File: config.mk
export PLATFORM = sky130hd
export DESIGN_NAME = prog_datapath_sequencer
export DESIGN_NICKNAME = d
export VERILOG_FILES = /design/src/rtl/prog_datapath_sequencer.sv
export SDC_FILE = /design/constraint.sdc
export NUM_CORES = 1
export LEC_CHECK = 0
export CAP_MARGIN = 25
export CELL_PAD_IN_SITES_DETAIL_PLACEMENT = 1
export CELL_PAD_IN_SITES_GLOBAL_PLACEMENT = 1
export CORE_MARGIN = 3
export CORE_UTILIZATION = 40
export DETAILED_ROUTE_END_ITERATION = 8
export DONT_BUFFER_PORTS = 1
export PLACE_DENSITY_LB_ADDON = 0.1
export SLEW_MARGIN = 20
export SYNTH_ARGS = -nofsm -noshare
export SYNTH_HDL_FRONTEND = slang
export SYNTH_SLANG_ARGS = --single-unit
File: constraint.sdc
create_clock -name clk -period 2.8 [get_ports clk]
set_clock_uncertainty 0.05 [all_clocks]
set_input_delay 0.56 -clock clk [delete_from_list [all_inputs] [get_ports clk]]
set_output_delay 0.56 -clock clk [all_outputs]
set_load 0.02 [all_outputs]
File: src/rtl/prog_datapath_sequencer.sv
// rtl/prog_datapath_sequencer.sv - table-driven datapath control sequencer
// Replays a writable step table onto the datapath control outputs, either free-running or single-stepped.
module prog_datapath_sequencer #(
    parameter  int NUM_REGS = 5,
    parameter  int OP_W     = 4,
    parameter  int DEPTH    = 16,
    localparam int STEP_W   = $clog2(DEPTH),
    localparam int CW_W     = 9 + NUM_REGS + OP_W
) (
    input  logic                clk,
    input  logic                rst,
    input  logic                Start,
    input  logic                Mode,
    input  logic                Step,
    input  logic                Abort,
    input  logic [STEP_W:0]     prog_len,
    input  logic                prog_we,
    input  logic [STEP_W-1:0]   prog_addr,
    input  logic [CW_W-1:0]     prog_wdata,
    output logic                In,
    output logic [1:0]          Bus2,
    output logic                AU1B3,
    output logic                AU1B4,
    output logic [1:0]          Bus5,
    output logic [1:0]          Bus7,
    output logic [NUM_REGS-1:0] LR,
    output logic [OP_W-1:0]     OP,
    output logic                BUSY,
    output logic                DONE,
    output logic                ABORTED,
    output logic [STEP_W-1:0]   step_idx
);

    typedef enum logic [1:0] {S_IDLE, S_RUN, S_WAIT, S_FIN} state_t;

    localparam logic [STEP_W:0] MAX_LEN = (STEP_W + 1)'(DEPTH);

    state_t            state_r, state_n;
    logic [STEP_W:0]   len_r, len_n, eff_len, nxt_pos;
    logic [STEP_W-1:0] idx_r, idx_n;
    logic [CW_W-1:0]   cw_r, cw_n, word0;
    logic [CW_W-1:0]   mem [DEPTH];
    logic              busy_r, busy_n, done_r, done_n, ab_r, ab_n, wr_ok;

    // A write in the Start cycle is forwarded so the run sees the new entry 0.
    assign wr_ok   = prog_we & ~busy_r;
    assign word0   = (wr_ok && prog_addr == '0) ? prog_wdata : mem[0];
    assign eff_len = (prog_len > MAX_LEN) ? MAX_LEN : prog_len;
    assign nxt_pos = {1'b0, idx_r} + (STEP_W + 1)'(1);

    always_comb begin
        state_n = state_r;
        len_n   = len_r;
        idx_n   = '0;
        cw_n    = '0;
        done_n  = 1'b0;
        ab_n    = 1'b0;
        case (state_r)
            S_IDLE: begin
                if (Start && !Abort) begin
                    len_n = eff_len;
                    if (eff_len == '0) begin
                        state_n = S_FIN;
                        done_n  = 1'b1;
                    end else begin
                        state_n = Mode ? S_WAIT : S_RUN;
                        cw_n    = word0;
                    end
                end
            end
            S_RUN, S_WAIT: begin
                if (Abort) begin
                    state_n = S_IDLE;
                    ab_n    = 1'b1;
                end else if (state_r == S_RUN || Step) begin
                    if (nxt_pos == len_r) begin
                        state_n = S_FIN;
                        done_n  = 1'b1;
                    end else begin
                        idx_n = nxt_pos[STEP_W-1:0];
                        cw_n  = mem[nxt_pos[STEP_W-1:0]];
                    end
                end else begin
                    idx_n = idx_r;
                    cw_n  = cw_r;
                end
            end
            default: state_n = S_IDLE;
        endcase
        busy_n = (state_n == S_RUN) || (state_n == S_WAIT);
    end

    always_ff @(posedge clk) begin
        if (rst) begin
            state_r <= S_IDLE;
            len_r   <= '0;
            idx_r   <= '0;
            cw_r    <= '0;
            busy_r  <= 1'b0;
            done_r  <= 1'b0;
            ab_r    <= 1'b0;
        end else begin
            state_r <= state_n;
            len_r   <= len_n;
            idx_r   <= idx_n;
            cw_r    <= cw_n;
            busy_r  <= busy_n;
            done_r  <= done_n;
            ab_r    <= ab_n;
        end
    end

    always_ff @(posedge clk) begin
        if (rst) begin
            for (int i = 0; i < DEPTH; i++) mem[i] <= '0;
        end else if (wr_ok) begin
            mem[prog_addr] <= prog_wdata;
        end
    end

    assign {In, Bus2, AU1B3, AU1B4, Bus7, Bus5, LR, OP} = cw_r;
    assign BUSY     = busy_r;
    assign DONE     = done_r;
    assign ABORTED  = ab_r;
    assign step_idx = idx_r;

endmodule

==> qor.csv <==
stage,metric,value,unit
setup_path,max_stage_delay,570,ps
timing,slew_headroom,57.3,%
routing,num_vias,8557,
routing,drt-total-wl,40900,um
timing,period_minus_slack,2460,ps
setup_path,reg2reg_depth,7,
timing,post-route-period-util,88.0,%
setup_path,reg2reg_to,cw_r[3],
routing,wl_per_cell,26.4,um
yosys,synth.distinct_cells,47,
clock_tree,cts_setup_buffers,0,
place,dpl_cell_area,15500,sq um
place,placed_cells,1478,
yosys,mappedNetlistArea,14800,sq um
setup_path,crit_chain,ha_4 -> buf_4 -> mux4_2 -> nand2_1 -> nand2_1 -> o21ai_0 -> o221ai_2,
timing,setup_viol,0,
yosys,synth.yosys.seq_area_share,62.7,%
setup_path,slowest_stage,ha_4,
routing,first_pass_iters,5,
timing,fmax,406,MHz
clock_tree,clk_path_buf_depth,3,
place,finalWeightedCongestion,0.763,
clock_tree,clk-insertion-delay-late,520,ps
power_and_ir_drop,p_per_area,649,nW/um^2
clock_tree,root_buffer,clkbuf_16,
run,max_cap_viol_count,0,
yosys,synth-edff-count,288,
clock_tree,cts.sinks,320,
setup_path,cp_max_fo,19,
worst_hold_path,hold_path_end,ABORTED,
status,status,finished clean,
floorplan,core,36000,sq um
timing,final-hold-violation-count,0,
layout,nets,1096,
setup_path,crit_path_end_kind,flip-flop,
power_and_ir_drop,power,10.8,mW
floorplan,io_pins,59,
setup_path,worstSetupStartpointType,flip-flop,
timing,setup_tns,0,ps
timing,slew_violations,0,
layout,design_area,16700,sq um
yosys,syn_avg_cell_area,14.0,sq um
layout,n_antenna_cell,0,
setup_path,cp.arrival,2810,ps
setup_path,ff2ff_setup_slack,340,ps
place,io_buffers,0,
layout,final_common_cell,edfxtp_1,
layout,fill_cells,3496,
power_and_ir_drop,ir_drop,0.371,mV
clock_tree,ctsHoldBuffers,0,
layout,final_cells,1548,
grt,grt_max_degree,37,
place,dp_hpwl,25200,um
routing,vias_per_cell,5.53,
yosys,syn-num-nets,1092,
clock_tree,cts_tree,built,
clock_tree,ctsResizeCount,0,
setup_path,timing.rr.start,step_idx[1],
layout,syn_to_final_growth,12.9,%
layout,final_cell_mix,"edfxtp_1, and2_1, nand2_1",
yosys,ys.flop_type,edfxtp_1,
worst_hold_path,hp-class,input port to flip-flop,
setup_path,cp_common_cell,nand2_1,
floorplan,row_count,69,
yosys,async_flop_share,0,%
floorplan,fp.dieW,198,um
yosys,ys_ff_latch,320,
grt,grt_pass1_vias,9144,
clock_tree,clk_pin_slew_worst_paths,60,ps
routing,drcViolationCount,0,
timing,rsz0062_at_grt,no,
floorplan,start_util,41.1,%
layout,final_util,46.4,%
grt,antenna_found_initial,0,
power_and_ir_drop,p_leak,6.13,nW
routing,ant_nets,0,
clock_tree,htreeDepth,2,
yosys,synthCells,1054,
layout,drive_gt1_share,18.4,%
grt,grt_use_total,21.3,%
setup_path,crit_family,adder cells,
setup_path,cp.buffers_inverters,1,
floorplan,die-area,39400,sq um
floorplan,die_h,198,um
routing,drt-initial-drc-count,566,
grt,grt.overflow.total,0,
grt,grt_pass1_wl,61700,um
clock_tree,numCtsBuffers,38,
yosys,ys_warn_count,0,
setup_path,crit_type,flip-flop to flip-flop,
worst_hold_path,whs_path_depth,1,
setup_path,cp.required,3140,ps
worst_hold_path,hold_start,rst,
timing,tightest_slew,640,ps
report_power, final:
part           total (mW)  internal, mW  switching (mW)
Clock                4.90          2.96            1.94
Sequential           5.47          5.39          0.0808
Combinational       0.482         0.188           0.294
Total                10.8          8.53            2.32
stage by stage:
stage | worst slack (ps) | hold slack [ps]
after CTS | 312 | 31.2
after global placement | 387 | 449
final | 337 | 72.4
after global routing | 221 | 44.9
after detailed placement | 321 | 468
after floorplan | 481 | 428
flip-flops by register name, summed over array words and instances, names as in the netlist:
| name | flops |
|---|---|
| ABORTED | 1 |
| BUSY | 1 |
| DONE | 1 |
| cw_r | 18 |
| len_r | 5 |
| mem | 288 |
| state_r | 2 |
| step_idx | 4 |
worst max-delay path by stage:
stage | start | endpoint | slack, ps | cells after the start
after floorplan | prog_addr[3] | mem[0][0] | 480 | 5
after global placement | step_idx[1] | cw_r[3] | 390 | 7
after detailed placement | step_idx[1] | cw_r[3] | 320 | 7
after CTS | step_idx[1] | cw_r[3] | 310 | 7
after global routing | step_idx[0] | cw_r[3] | 220 | 7
final | step_idx[1] | cw_r[3] | 340 | 7
cell families (layout without fill, tap and decap cells):
family          count (synthesis)  count (layout)  share of synthesized area, %
compound gates                 58              58                          2.98
flops                         320             320                          62.7
fa+ha+maj                       4               4                         0.338
mux                            91              91                          12.2
simple gates                  497             497                          18.7
buf+inv                        74             107                          2.21
xor+xnor                       10              10                         0.786
area by class of cell:
class                           instances  area [sq um]  share of cell area (%)
Clock buffer                           55          1120                    6.69
Clock inverter                         14           118                   0.703
Inverter                                2          7.51                  0.0449
Multi-Input combinational cell        660          5250                    31.4
Sequential cell                       320          9290                    55.6
Tap cell                              461           577                    3.45
Timing Repair Buffer                   36           362                    2.16
synthesized netlist by cell type (2+ instances only):
master      n  area, sq um
edfxtp_1  288         8650
and2_1    287         1800
nand2_1   115          432
mux4_2     72         1620
clkbuf_1   53          199
dfxtp_1    32          641
nor2_1     29          109
mux2i_1    19          190
nand3_1    19         95.1
o21ai_0    18         90.1
or2_2      15         93.8
buf_2      11         55.1
o221ai_2   10          150
a21oi_1     9         45.0
o221ai_1    8         70.1
nand2b_1    6         37.5
nor3b_1     6         45.0
o21ai_1     5         25.0
xor2_1      5         43.8
ha_1        4         50.1
nand3b_1    4         30.0
nor3_1      4         20.0
buf_1       3         11.3
nor3_2      3         30.0
a31oi_1     2         12.5
buf_6       2         22.5
inv_1       2         7.51
nor4b_1     2         17.5
xnor2_1     2         17.5
xnor2_2     2         32.5
layer usage:
layer,GRT usage (%),vias to the layer above,share of wire [%]
li1,-,3834,-
met1,31.0,4455,47
met2,34.1,207,47
met3,3.20,61,4.5
met4,5.06,0,2.1
met5,0,-,0
(Power assumes the default switching activity.)
